==> src/rtl/lcd_pkg.sv <==
// Shared types and init ROM for the HD44780 character LCD sequencer.
package lcd_pkg;

  typedef enum logic [2:0] {
    S_PWRUP,
    S_SETUP,
    S_STROBE,
    S_HOLD,
    S_WAIT,
    S_IDLE
  } state_t;

  typedef enum logic [1:0] {
    W_INIT1,
    W_INIT2,
    W_EXEC,
    W_LONG
  } wait_sel_t;

  localparam int INIT_STEPS = 7;
  localparam int STEP_W     = $clog2(INIT_STEPS);

  typedef logic [STEP_W-1:0] step_t;

  localparam step_t LAST_STEP = step_t'(INIT_STEPS - 1);

  // 8-bit bus, 2 lines, display on / cursor off, clear, entry mode increment.
  function automatic logic [7:0] init_byte(input step_t s);
    case (s)
      3'd0, 3'd1, 3'd2, 3'd3: return 8'h38;
      3'd4:                   return 8'h0C;
      3'd5:                   return 8'h01;
      3'd6:                   return 8'h06;
      default:                return 8'h00;
    endcase
  endfunction

  function automatic wait_sel_t init_wait(input step_t s);
    case (s)
      3'd0:    return W_INIT1;
      3'd1:    return W_INIT2;
      3'd5:    return W_LONG;
      default: return W_EXEC;
    endcase
  endfunction

  // Clear (0x01) and return-home (0x02/0x03) need the long execution time.
  function automatic logic is_long_cmd(input logic rs, input logic [7:0] d);
    return !rs && (d[7:2] == 6'd0) && (d[1:0] != 2'd0);
  endfunction

  function automatic int unsigned max_u(input int unsigned a, input int unsigned b);
    return (a > b) ? a : b;
  endfunction

endpackage

==> src/rtl/lcd_ctrl.sv <==
// Write-only HD44780 sequencer: power-up init, then one byte per valid/ready transfer.
module lcd_ctrl
  import lcd_pkg::*;
#(
  parameter int unsigned POWERUP_CYC = 2_400_000,
  parameter int unsigned INIT1_CYC   = 656_000,
  parameter int unsigned INIT2_CYC   = 16_000,
  parameter int unsigned SETUP_CYC   = 16,
  parameter int unsigned EN_CYC      = 80,
  parameter int unsigned HOLD_CYC    = 16,
  parameter int unsigned EXEC_CYC    = 8_000,
  parameter int unsigned LONG_CYC    = 320_000,
  parameter bit          BACKLIGHT   = 1'b1
) (
  input  logic       clock_160,
  input  logic       inp_resn,
  input  logic       wr_valid,
  input  logic       wr_rs,
  input  logic [7:0] wr_data,
  output logic       wr_ready,
  output logic       init_done,
  output logic [7:0] lcd_data,
  output logic       lcd_rs,
  output logic       lcd_en,
  output logic       lcd_on,
  output logic       lcd_blon
);

  localparam int unsigned MAX_CYC =
    max_u(max_u(max_u(POWERUP_CYC, INIT1_CYC), max_u(INIT2_CYC, SETUP_CYC)),
          max_u(max_u(EN_CYC, HOLD_CYC), max_u(EXEC_CYC, LONG_CYC)));
  localparam int CW = $clog2(MAX_CYC + 1);

  typedef logic [CW-1:0] cnt_t;

  localparam cnt_t ONE = cnt_t'(1);

  // A state loaded with N leaves on the cycle the counter hits zero, i.e. after N cycles.
  function automatic cnt_t load(input int unsigned n);
    return cnt_t'(n - 1);
  endfunction

  function automatic int unsigned wait_cycles(input wait_sel_t sel);
    case (sel)
      W_INIT1: return INIT1_CYC;
      W_INIT2: return INIT2_CYC;
      W_LONG:  return LONG_CYC;
      default: return EXEC_CYC;
    endcase
  endfunction

  state_t     state_q, state_d;
  cnt_t       cnt_q, cnt_d;
  step_t      step_q, step_d;
  logic       rs_q, rs_d;
  logic [7:0] data_q, data_d;
  logic       en_q, en_d;
  logic       ready_q, ready_d;
  logic       done_q, done_d;
  logic       cnt_zero;
  wait_sel_t  sel;

  assign cnt_zero = (cnt_q == '0);

  always_ff @(posedge clock_160 or negedge inp_resn) begin
    if (!inp_resn) begin
      state_q <= S_PWRUP;
      cnt_q   <= load(POWERUP_CYC);
      step_q  <= '0;
      rs_q    <= 1'b0;
      data_q  <= 8'h00;
      en_q    <= 1'b0;
      ready_q <= 1'b0;
      done_q  <= 1'b0;
    end else begin
      state_q <= state_d;
      cnt_q   <= cnt_d;
      step_q  <= step_d;
      rs_q    <= rs_d;
      data_q  <= data_d;
      en_q    <= en_d;
      ready_q <= ready_d;
      done_q  <= done_d;
    end
  end

  always_comb begin
    state_d = state_q;
    cnt_d   = cnt_q;
    step_d  = step_q;
    rs_d    = rs_q;
    data_d  = data_q;
    done_d  = done_q;
    sel     = W_EXEC;

    case (state_q)
      S_PWRUP: begin
        if (cnt_zero) begin
          state_d = S_SETUP;
          cnt_d   = load(SETUP_CYC);
          step_d  = '0;
          rs_d    = 1'b0;
          data_d  = init_byte('0);
        end else begin
          cnt_d = cnt_q - ONE;
        end
      end
      S_SETUP: begin
        if (cnt_zero) begin
          state_d = S_STROBE;
          cnt_d   = load(EN_CYC);
        end else begin
          cnt_d = cnt_q - ONE;
        end
      end
      S_STROBE: begin
        if (cnt_zero) begin
          state_d = S_HOLD;
          cnt_d   = load(HOLD_CYC);
        end else begin
          cnt_d = cnt_q - ONE;
        end
      end
      S_HOLD: begin
        // Init steps take their wait from the ROM; requester bytes from the command decode.
        if (done_q) begin
          sel = is_long_cmd(rs_q, data_q) ? W_LONG : W_EXEC;
        end else begin
          sel = init_wait(step_q);
        end
        if (cnt_zero) begin
          state_d = S_WAIT;
          cnt_d   = load(wait_cycles(sel));
        end else begin
          cnt_d = cnt_q - ONE;
        end
      end
      S_WAIT: begin
        if (cnt_zero) begin
          if (!done_q && (step_q != LAST_STEP)) begin
            state_d = S_SETUP;
            cnt_d   = load(SETUP_CYC);
            step_d  = step_q + step_t'(1);
            rs_d    = 1'b0;
            data_d  = init_byte(step_q + step_t'(1));
          end else begin
            state_d = S_IDLE;
            done_d  = 1'b1;
          end
        end else begin
          cnt_d = cnt_q - ONE;
        end
      end
      S_IDLE: begin
        if (wr_valid && ready_q) begin
          state_d = S_SETUP;
          cnt_d   = load(SETUP_CYC);
          rs_d    = wr_rs;
          data_d  = wr_data;
        end
      end
      default: begin
        state_d = S_PWRUP;
        cnt_d   = load(POWERUP_CYC);
      end
    endcase
  end

  assign en_d    = (state_d == S_STROBE);
  assign ready_d = (state_d == S_IDLE);

  assign wr_ready  = ready_q;
  assign init_done = done_q;
  assign lcd_data  = data_q;
  assign lcd_rs    = rs_q;
  assign lcd_en    = en_q;
  assign lcd_on    = 1'b1;
  assign lcd_blon  = BACKLIGHT;

endmodule

==> config.mk <==
export PLATFORM = sky130hd
export DESIGN_NAME = lcd_ctrl
export DESIGN_NICKNAME = d
export VERILOG_FILES = /design/src/rtl/lcd_pkg.sv /design/src/rtl/lcd_ctrl.sv
export SDC_FILE = /design/constraint.sdc
export NUM_CORES = 1
export LEC_CHECK = 0
export CORE_AREA = 2 2 78 80
export DETAILED_ROUTE_END_ITERATION = 10
export DIE_AREA = 0 0 80 82
export GPL_ROUTABILITY_DRIVEN = 0
export PLACE_DENSITY = 0.7
export SYNTH_ARGS = -nofsm -noshare
export SYNTH_HDL_FRONTEND = slang
export SYNTH_SLANG_ARGS = --single-unit
==> constraint.sdc <==
create_clock -name clock_160 -period 2.65 [get_ports clock_160]
set_input_delay 0.53 -clock clock_160 [delete_from_list [all_inputs] [get_ports clock_160]]
set_output_delay 0.53 -clock clock_160 [all_outputs]
set_load 0.01 [all_outputs]
==> results of run 1 <==
power by group through the flow:
| stage | logic (mW) | registers, mW | clock network, mW |
|---|---|---|---|
| after floorplan | 0.00375 | 0.622 | 0 |
| after global placement | 0.0296 | 0.622 | 0 |
| after detailed placement | 0.0298 | 0.622 | 0 |
| after CTS | 0.0302 | 0.611 | 0.608 |
| after global routing | 0.0327 | 0.611 | 0.635 |
| final | 0.0287 | 0.611 | 0.602 |
layout make-up:
cell class,count,share of cell area
repair buffers,38,0.1032
multi-input cells,226,0.4943
clock buffers,6,0.02217
clock inverters,2,0.01835
well taps,75,0.02867
flip-flops and latches,40,0.3115
inverters,19,0.02179
per-stage QoR:
stage | instance area (um^2) | instances
3_5_place_dp | 3126 | 396
3_3_place_gp | 3126 | 396
4_1_cts | 3258 | 404
2_1_floorplan | 2793 | 299
5_1_grt | 3273 | 406
6_report | 3273 | 406
sequential cells by signal, indices dropped and copies added, names as in the netlist:
| signal | count |
|---|---|
| cnt_q | 22 |
| init_done | 1 |
| lcd_data | 8 |
| lcd_en | 1 |
| lcd_rs | 1 |
| state_q | 3 |
| step_q | 3 |
| wr_ready | 1 |
final timing paths:
kind	cells past startpoint	start	end	slack, ps
max reg2reg	8	cnt_q[0]	cnt_q[11]	330
max in group asynchronous	1	inp_resn	cnt_q[20]	1750
min	1	inp_resn	lcd_en	340
min reg2reg	2	cnt_q[21]	cnt_q[21]	500
min in group clock_160	2	cnt_q[21]	cnt_q[21]	500
max	8	cnt_q[0]	cnt_q[11]	330
routing by layer:
layer	global-route usage	share of wire	up-vias	wire length [um]
li1	-	-	1198	-
met1	0.3048	0.42	1237	3077
met2	0.4008	0.48	121	3489
met3	0.05165	0.080	23	586
met4	0.07966	0.025	0	186
met5	0	0	-	0
cell usage after synthesis, types with 3 or more instances:
| library cell | instances | area share |
|---|---|---|
| dfrtp_1 | 25 | 0.22 |
| nor2_1 | 22 | 0.030 |
| nand3_1 | 19 | 0.034 |
| inv_1 | 18 | 0.024 |
| nand2_1 | 16 | 0.022 |
| dfstp_2 | 15 | 0.14 |
| o21ai_0 | 15 | 0.027 |
| ha_1 | 12 | 0.054 |
| a21oi_1 | 9 | 0.016 |
| a31oi_1 | 9 | 0.020 |
| nand4_1 | 8 | 0.018 |
| nor4_1 | 8 | 0.018 |
| o31ai_1 | 8 | 0.022 |
| a22o_1 | 6 | 0.019 |
| o211ai_1 | 6 | 0.016 |
| a211oi_1 | 4 | 0.011 |
| buf_2 | 4 | 0.0072 |
| clkbuf_1 | 4 | 0.0054 |
| mux2_2 | 4 | 0.016 |
| nor3_1 | 4 | 0.0072 |
| xnor2_1 | 4 | 0.013 |
| a211oi_2 | 3 | 0.013 |
| a22oi_1 | 3 | 0.0081 |
| a2bb2oi_1 | 3 | 0.0094 |
| buf_4 | 3 | 0.0081 |
| mux2i_1 | 3 | 0.011 |
| nand3b_1 | 3 | 0.0081 |
| o31a_1 | 3 | 0.0094 |
| or4_1 | 3 | 0.0081 |
kinds of logic (layout without fill, tap and decap cells):
family / after synthesis / in the layout / share of synthesized area
muxes: 7 / 7 / 0.02692
and+or+nand+nor: 108 / 108 / 0.2315
DFF: 40 / 40 / 0.3656
buffers and inverters: 33 / 65 / 0.05562
xor gates and xnor gates: 4 / 4 / 0.01256
AOI/OAI and AO/OA: 93 / 93 / 0.2526
adders and majority gates: 12 / 12 / 0.05383
other: 1 / 2 / 0.001345
==> key figures, run 1 <==
Run
  • Maxcap violations: 0

Timing
  • RSZ-0062 raised after global routing: no
  • Relative slew slack: 0.4125
  • Worst Skew: 4.902 ps
  • Final Max Slew Viols: 0
  • Final setup TNS: 0 ps
  • Part of the cycle the worst path needs: 0.8759
  • Fmax achieved: 0.4308 GHz
  • Final Hold Fails: 0
  • Setup ws final: 328.8 ps
  • Slew @ Worst Pin: 881.2 ps
  • Final Critical Period: 2321 ps
  • Final worst hold slack: 344.5 ps
  • Final setup fails: 0

Pwr
  • Internal: 1.001 mW
  • Flop pwr share: 0.492
  • Pwr dens: 379.5 mW/mm^2
  • Static Leak: 1.266 nW
  • VDD IR-drop max: 219.1 uV
  • Switch Pwr: 0.2409 mW
  • Clk network pwr share: 0.485
  • Sw frac: 0.1939
  • Total power: 1.242 mW
  • Combinational share of power: 0.023

Global route
  • Gr ovfl total: 0
  • Initial antenna violation count: 0
  • Pin count of the biggest net entering global routing: 41
  • GRT Total Usage: 0.2381
  • First-pass GRT wire length: 12.10 mm
  • Vias in the first global route: 2453

Logic synthesis
  • Synthesized area per cell: 9.359 um^2
  • Post-synthesis sequential area ratio: 0.3656
  • Syn. warnings: 0
  • Post-Syn Area: 0.002789 mm^2
  • Ys async rst share: 1.000
  • Ys flop type: dfrtp_1
  • Post-Syn Instances: 298
  • Number of synthesized flops with an enable pin: 0
  • Synth Register Bits: 40
  • Cell variety after synth: 68

Clock tree
  • CTS tree: yes
  • CTS root buf: clkbuf_8
  • Cts hold-fix bufs: 0
  • CTS buffer count: 5
  • Clock Latency Late Sink: 300 ps
  • Clk sinks: 40
  • Clk pin slew, worst setup/hold paths: 80 ps
  • CTS max path bufs: 2
  • Post-CTS resize count: 0
  • Postcts setup bufs: 0
  • H-Tree Depth: 2

Routing
  • Vias: 2579
  • Routed WL: 7.339 mm
  • DRC Markers: 0
  • Vias per Instance: 6.352
  • Average wire per cell in the routed design: 18.08 um
  • Pre-antenna DRT Iters: 7
  • Final ANT Viol Nets: 0
  • DR iter-0 viols: 219

Worst setup path
  • Slowest cell on the critical path: dfstp_2
  • WP data arrival: 2540 ps
  • Buffers & Inverters on Critical Path: 2
  • Crit path launch type: register
  • Critical path type: reg -> reg
  • Critical Path Fanout Max: 15
  • CP endpoint kind: register
  • Cell family with most CP delay: compound AO/OA/AOI/OAI gates
  • CP Cell Sequence: inv_1, ha_1, nor4b_4, and4b_2, buf_4, a41oi_2, nand3_1, a2bb2oi_1
  • CP max stage delay: 580 ps
  • CP required: 2870 ps

Floorplan
  • Core Region: 0.005746 mm^2
  • Initial Util: 0.4854
  • # rows: 28
  • Die area: 0.006560 mm^2
  • Die height: 82 um
  • I/O Pins: 26
  • Die width: 80 um

Layout
  • Commonest non-fill, non-tap cell in the layout: dfrtp_1
  • Multi-input logic area: 0.001618 mm^2
  • Layout Nets: 354
  • Area growth syn-to-layout: 17.36%
  • Reg area: 0.001020 mm^2
  • Most frequent cells in the layout: 25 x dfrtp_1, 22 x nor2_1, 22 x clkdlybuf4s50_1
  • Filler instances: 516
  • Final core occ: 0.5697
  • Layout cell share with drive strength beyond 1: 0.1964
  • Diodes inserted: 0

Run status
  • Status: finished, final reports clean

Placed design
  • Pre-CTS setup slack: 245.8 ps
  • Port buffer count: 23
  • Dpl hpwl: 5.347 mm

Min path
  • Hold Crit Class: in -> async
Note: power is estimated with default switching activity, not from simulation.
==> run 2: changes to the inputs <==
PLACE_DENSITY = 0.69   (was 0.7)
==> run 2 against run 1 <==
Register-to-register slack worse by 40 ps. Total power decreased by 7.2%. Clock skew up 4.3 ps. Final area fell by 0.54%. Die area unchanged. Fmax is 1.8% lower. Largest cell class unchanged. Non-clock buffer count increased by 1. Largest power group unchanged. Flip-flop and latch count did not move. Utilization down 0.30 points. Worst setup slack got worse by 43 ps.
==> key figures, run 2 (synthesized netlist as in run 1, its figures left out) <==
Layout
  • Commonest non-fill, non-tap cell in the layout: dfrtp_1
  • Layout cell share with drive strength beyond 1: 0.1988
  • Final core occ: 0.5666
  • Filler instances: 517
  • Area growth syn-to-layout: 16.73%
  • Reg area: 0.001020 mm^2
  • Most flop-heavy register: cnt_q
  • Most frequent cells in the layout: 25 x dfrtp_1, 22 x nor2_1, 22 x clkdlybuf4s50_1
  • Multi-input logic area: 0.001618 mm^2
  • Largest register FFs: 22
  • Layout Nets: 355
  • Final instance area: 0.003256 mm^2
  • Count of non-filler cells in the finished layout: 407
  • Diodes inserted: 0

Worst setup path
  • R2R cell count: 8
  • FF-to-FF End: cnt_q[5]
  • Worst flop-to-flop path startpoint: cnt_q[1]
  • Cell family with most CP delay: simple AND/OR/NAND/NOR gates
  • CP Cell Sequence: inv_1, ha_1, nor4b_4, and4b_2, buf_4, nand2_2, a311o_2, a22oi_1
  • Crit path launch type: register
  • Buffers & Inverters on Critical Path: 2
  • Reg2Reg Setup Slack: 290 ps
  • Critical Path Fanout Max: 16
  • WP data arrival: 2590 ps
  • Critical path startpoint: cnt_q[1]
  • Slowest cell on the critical path: nor4b_4
  • CP max stage delay: 410 ps
  • CP endpoint kind: register
  • CP required: 2870 ps
  • Critical path type: reg -> reg

Routing
  • Pre-antenna DRT Iters: 4
  • Average wire per cell in the routed design: 17.89 um
  • DR iter-0 viols: 86
  • Final ANT Viol Nets: 0
  • DRC Markers: 0
  • Vias: 2495
  • Vias per Instance: 6.130
  • Routed WL: 7.281 mm

Run status
  • Status: finished, final reports clean

Timing
  • Worst Skew: 9.197 ps
  • Final setup TNS: 0 ps
  • Final worst hold slack: 348.4 ps
  • Final Critical Period: 2364 ps
  • Final setup fails: 0
  • Part of the cycle the worst path needs: 0.8922
  • Final Max Slew Viols: 0
  • Final Hold Fails: 0
  • Relative slew slack: 0.3974
  • Fmax achieved: 0.4229 GHz
  • RSZ-0062 raised after global routing: no
  • Slew @ Worst Pin: 903.8 ps

Pwr
  • Pwr dens: 354.1 mW/mm^2
  • VDD IR-drop max: 280.5 uV
  • Sw frac: 0.2152
  • Switch Pwr: 0.2482 mW
  • Static Leak: 1.261 nW
  • Flop pwr share: 0.530
  • Internal: 0.9047 mW
  • Clk network pwr share: 0.445
  • Combinational share of power: 0.025

Clock tree
  • Postcts setup bufs: 0
  • Post-CTS resize count: 0
  • CTS buffer count: 5
  • CTS root buf: clkbuf_8
  • Clk sinks: 40
  • Cts hold-fix bufs: 0
  • CTS tree: yes
  • Clk pin slew, worst setup/hold paths: 90 ps
  • Clock Latency Late Sink: 300 ps
  • CTS max path bufs: 2
  • H-Tree Depth: 2

Floorplan
  • Initial Util: 0.4854
  • Die height: 82 um
  • Core Region: 0.005746 mm^2
  • # rows: 28
  • Die area: 0.006560 mm^2
  • I/O Pins: 26
  • Die width: 80 um

Min path
  • Hold Crit Class: in -> async

Placed design
  • Dpl hpwl: 5.405 mm
  • Port buffer count: 23
  • Placed cell count: 399
  • Area after DPL: 0.003148 mm^2

Global route
  • First-pass GRT wire length: 12.23 mm
  • Initial antenna violation count: 0
  • Pin count of the biggest net entering global routing: 41
  • Gr ovfl total: 0
  • Vias in the first global route: 2414
  • GRT Total Usage: 0.2417

Run
  • Maxcap violations: 0
run 2: cell types whose count changed in the layout (fill, tap and decap cells not counted), sizes merged:
cell	previous run	this run
clkinv	0	1
bufinv	2	1
buf	16	17
run 2: final cells by class:
cell class / instances / share of cell area
clock inverters: 2 / 0.01076
well taps: 75 / 0.02882
flip-flops and latches: 40 / 0.3132
multi-input cells: 226 / 0.4969
repair buffers: 39 / 0.1061
clock buffers: 6 / 0.02229
inverters: 19 / 0.02191
run 2: power by group through the flow:
stage / logic [mW] / registers [mW] / clock network [mW]
2_1_floorplan: 0.00375 / 0.622 / 0
3_3_place_gp: 0.0304 / 0.622 / 0
3_5_place_dp: 0.0299 / 0.622 / 0
4_1_cts: 0.0303 / 0.611 / 0.518
5_1_grt: 0.0330 / 0.611 / 0.557
6_report: 0.0292 / 0.611 / 0.513
run 2: how the worst max path moves through the flow:
stage	slack, ps	cells past startpoint	end
after floorplan	480	8	lcd_data[0]
after global placement	370	8	cnt_q[5]
after detailed placement	290	8	cnt_q[5]
after CTS	290	8	cnt_q[5]
after global routing	70	8	cnt_q[5]
final	290	8	cnt_q[5]
run 2: metrics by stage:
step | setup WS, ps | total power [mW]
3_5_place_dp | 293.8 | 0.6521
2_1_floorplan | 477.7 | 0.6261
4_1_cts | 290.5 | 1.159
3_3_place_gp | 371.5 | 0.6526
5_1_grt | 70.40 | 1.201
6_report | 285.6 | 1.153
run 2: worst register-to-register path: cells and delay by family, from the launching register on:
family,cells,cell delay (ps)
simple gates,3,890
buf+inv,2,300
fa+ha+maj,1,180
compound gates,2,530
flops,1,390
run 2: layer usage:
layer	part of all wire	vias up	track usage	routed length, um
li1	-	1206	-	-
met1	0.45	1177	0.3274	3308
met2	0.46	92	0.3875	3332
met3	0.057	20	0.04066	416
met4	0.031	0	0.09322	223
met5	0	-	0	0
==> run 3: changes to the inputs <==
ABC_AREA = 1   (was not set)
==> run 3 against run 2 <==
Total power decreased by 6.4%. Flip-flop and latch count unchanged. Fmax increased by 5.5%. Clock skew increased by 0.72 ps. Final cell count increased by 14%. Die area unchanged. Critical path depth increased by 3. Sequential share of layout area increased by 1.1 points. Critical path type unchanged.
==> key figures, run 3 <==
Clock tree
  • Clk pin slew, worst setup/hold paths: 80 ps
  • CTS max path bufs: 2
  • Clock Latency Late Sink: 300 ps
  • Postcts setup bufs: 0
  • CTS root buf: clkbuf_8
  • H-Tree Depth: 2
  • CTS buffer count: 5
  • Cts hold-fix bufs: 0
  • Clk sinks: 40
  • Post-CTS resize count: 0
  • CTS tree: yes

Layout
  • Largest register FFs: 22
  • Most flop-heavy register: cnt_q
  • Final core occ: 0.5468
  • Area growth syn-to-layout: 12.45%
  • Layout cell share with drive strength beyond 1: 0.1525
  • Commonest non-fill, non-tap cell in the layout: nand2_1
  • Filler instances: 557
  • Layout Nets: 410
  • Diodes inserted: 0
  • Multi-input logic area: 0.001525 mm^2
  • Most frequent cells in the layout: 94 x nand2_1, 42 x nand3_1, 41 x inv_1
  • Reg area: 0.001020 mm^2
  • Count of non-filler cells in the finished layout: 462

Timing
  • Final Critical Period: 2242 ps
  • Relative slew slack: 0.4064
  • Fmax achieved: 0.4461 GHz
  • Final Max Slew Viols: 0
  • Worst Skew: 9.915 ps
  • RSZ-0062 raised after global routing: no
  • Part of the cycle the worst path needs: 0.8459
  • Final Hold Fails: 0
  • Final setup TNS: 0 ps
  • Slew @ Worst Pin: 890.4 ps
  • Final setup fails: 0

Floorplan
  • Core Region: 0.005746 mm^2
  • Die area: 0.006560 mm^2
  • Initial Util: 0.4863
  • I/O Pins: 26
  • Die height: 82 um
  • Die width: 80 um
  • # rows: 28

Routing
  • DRC Markers: 0
  • Vias per Instance: 5.169
  • Pre-antenna DRT Iters: 4
  • Routed WL: 6.334 mm
  • Average wire per cell in the routed design: 13.71 um
  • DR iter-0 viols: 162
  • Final ANT Viol Nets: 0
  • Vias: 2388

Logic synthesis
  • Xor/xnor share of the synthesized area: 0.04075
  • Leading post-synthesis cells by cell area: dfrtp_1 22%, dfstp_2 14%, nand2_1 13%
  • Post-Syn Instances: 362
  • Synth Area in Adders: 0.05374
  • Post-synthesis sequential area ratio: 0.3650
  • Cell variety after synth: 43
  • Post-synthesis mux area share: 0
  • Synth cell count leaders: 94 x nand2_1, 42 x nand3_1, 41 x inv_1, 33 x nor2_1, 25 x dfrtp_1
  • Number of synthesized flops with an enable pin: 0
  • Most frequent cell after synthesis: nand2_1
  • Ys flop type: dfrtp_1
  • Ys async rst share: 1.000
  • Post-Syn Area: 0.002794 mm^2
  • Compound-Gate Fraction of Synth Area: 0.1052
  • Area leader, netlist: dfrtp_1
  • Syn. warnings: 0
  • Synth Register Bits: 40
  • Synthesized area per cell: 7.718 um^2
  • Synth Area in Simple Gates: 0.3435
  • Synth top area share: 0.2239
  • Largest family of logic cells by synthesized area: simple AND/OR/NAND/NOR gates

Min path
  • Hold Crit Class: in -> async

Worst setup path
  • Slowest cell on the critical path: o21bai_4
  • CP max stage delay: 550 ps
  • CP Cell Sequence: inv_1, ha_1, nand2_2, nor2_8, nand3_4, o21bai_4, inv_2, nand2_1, nand2_1, nand2_1, nor2_1
  • WP data arrival: 2430 ps
  • Critical path's most frequent cell: nand2_1
  • Crit path launch type: register
  • Critical path type: reg -> reg
  • Critical Path Fanout Max: 25
  • CP required: 2840 ps
  • CP endpoint kind: register

Global route
  • Pin count of the biggest net entering global routing: 41
  • GRT met3 Usage: 0.04176
  • GRT Total Usage: 0.2182
  • Vias in the first global route: 2283
  • GRT met2 Usage: 0.3392
  • Met1 Use GR: 0.3035
  • First-pass GRT wire length: 10.92 mm
  • GR peak layer: met2
  • Gr ovfl total: 0
  • Initial antenna violation count: 0

Pwr
  • Pwr dens: 343.6 mW/mm^2
  • VDD IR-drop max: 212.7 uV
  • Static Leak: 1.454 nW

Run status
  • Status: finished, final reports clean

Placed design
  • Dpl hpwl: 4.907 mm
  • Port buffer count: 23
  • Placed cell count: 454

Run
  • Maxcap violations: 0
==> run 3: logic make-up (layout without fill, tap and decap cells) <==
group | Yosys count | after routing
and+or+nand+nor | 199 | 199
buffers and inverters | 54 | 78
AOI/OAI and AO/OA | 43 | 43
DFF | 40 | 40
xor gates and xnor gates | 13 | 13
adders and majority gates | 12 | 12
other | 1 | 2
==> run 3: report_power, final <==
| group | switching, mW | total [mW] | internal [mW] |
|---|---|---|---|
| combinational | 0.0147 | 0.0280 | 0.0133 |
| sequential | 0 | 0.611 | 0.611 |
| clock | 0.229 | 0.440 | 0.211 |
==> run 3: layout make-up <==
cell class                      count  share of cell area
Clock inverter                      2            0.004779
Sequential cell                    40              0.3246
Tap cell                           75             0.02987
Clock buffer                        6             0.02628
Inverter                           46             0.05496
Multi-Input combinational cell    269              0.4855
Timing Repair Buffer               24             0.07407
==> run 3: final timing paths <==
check | start | end | slack, ps | cells after the start
worst max-delay path | cnt_q[0] | cnt_q[20] | 410 | 11
worst min-delay path | inp_resn | lcd_data[3] | 340 | 1
worst max register to register | cnt_q[0] | cnt_q[20] | 410 | 11
worst min register to register | cnt_q[2] | cnt_q[2] | 500 | 2
max in group asynchronous | inp_resn | step_q[0] | 1740 | 1
min in group clock_160 | cnt_q[2] | cnt_q[2] | 500 | 2
==> run 3: per-stage QoR <==
step / power [mW] / instance area [um^2] / hold slack [ps] / setup WS, ps
final: 1.079 / 3142 / 342.6 / 408.5
after CTS: 1.093 / 3142 / 392.4 / 396.0
after global routing: 1.116 / 3142 / 431.5 / 216.9
after detailed placement: 0.6518 / 3044 / 488.3 / 407.9
after global placement: 0.6515 / 3044 / 491.5 / 493.0
after floorplan: 0.6258 / 2798 / 234.4 / 900.8
==> run 3: critical path: cells and delay by family (launching register included) <==
family                     cells  cell delay [ps]
AOI/OAI and AO/OA              1              550
adders and majority gates      1              200
buffers and inverters          2              200
DFF                            1              380
and+or+nand+nor                7              790
==> run 3: metal layers <==
metal,part of all wire,wire length (um),vias to the layer above
met5,0,0,-
met4,0.019,121,0
met2,0.46,2902,56
met1,0.47,2987,1114
met3,0.051,322,10
li1,-,-,1208
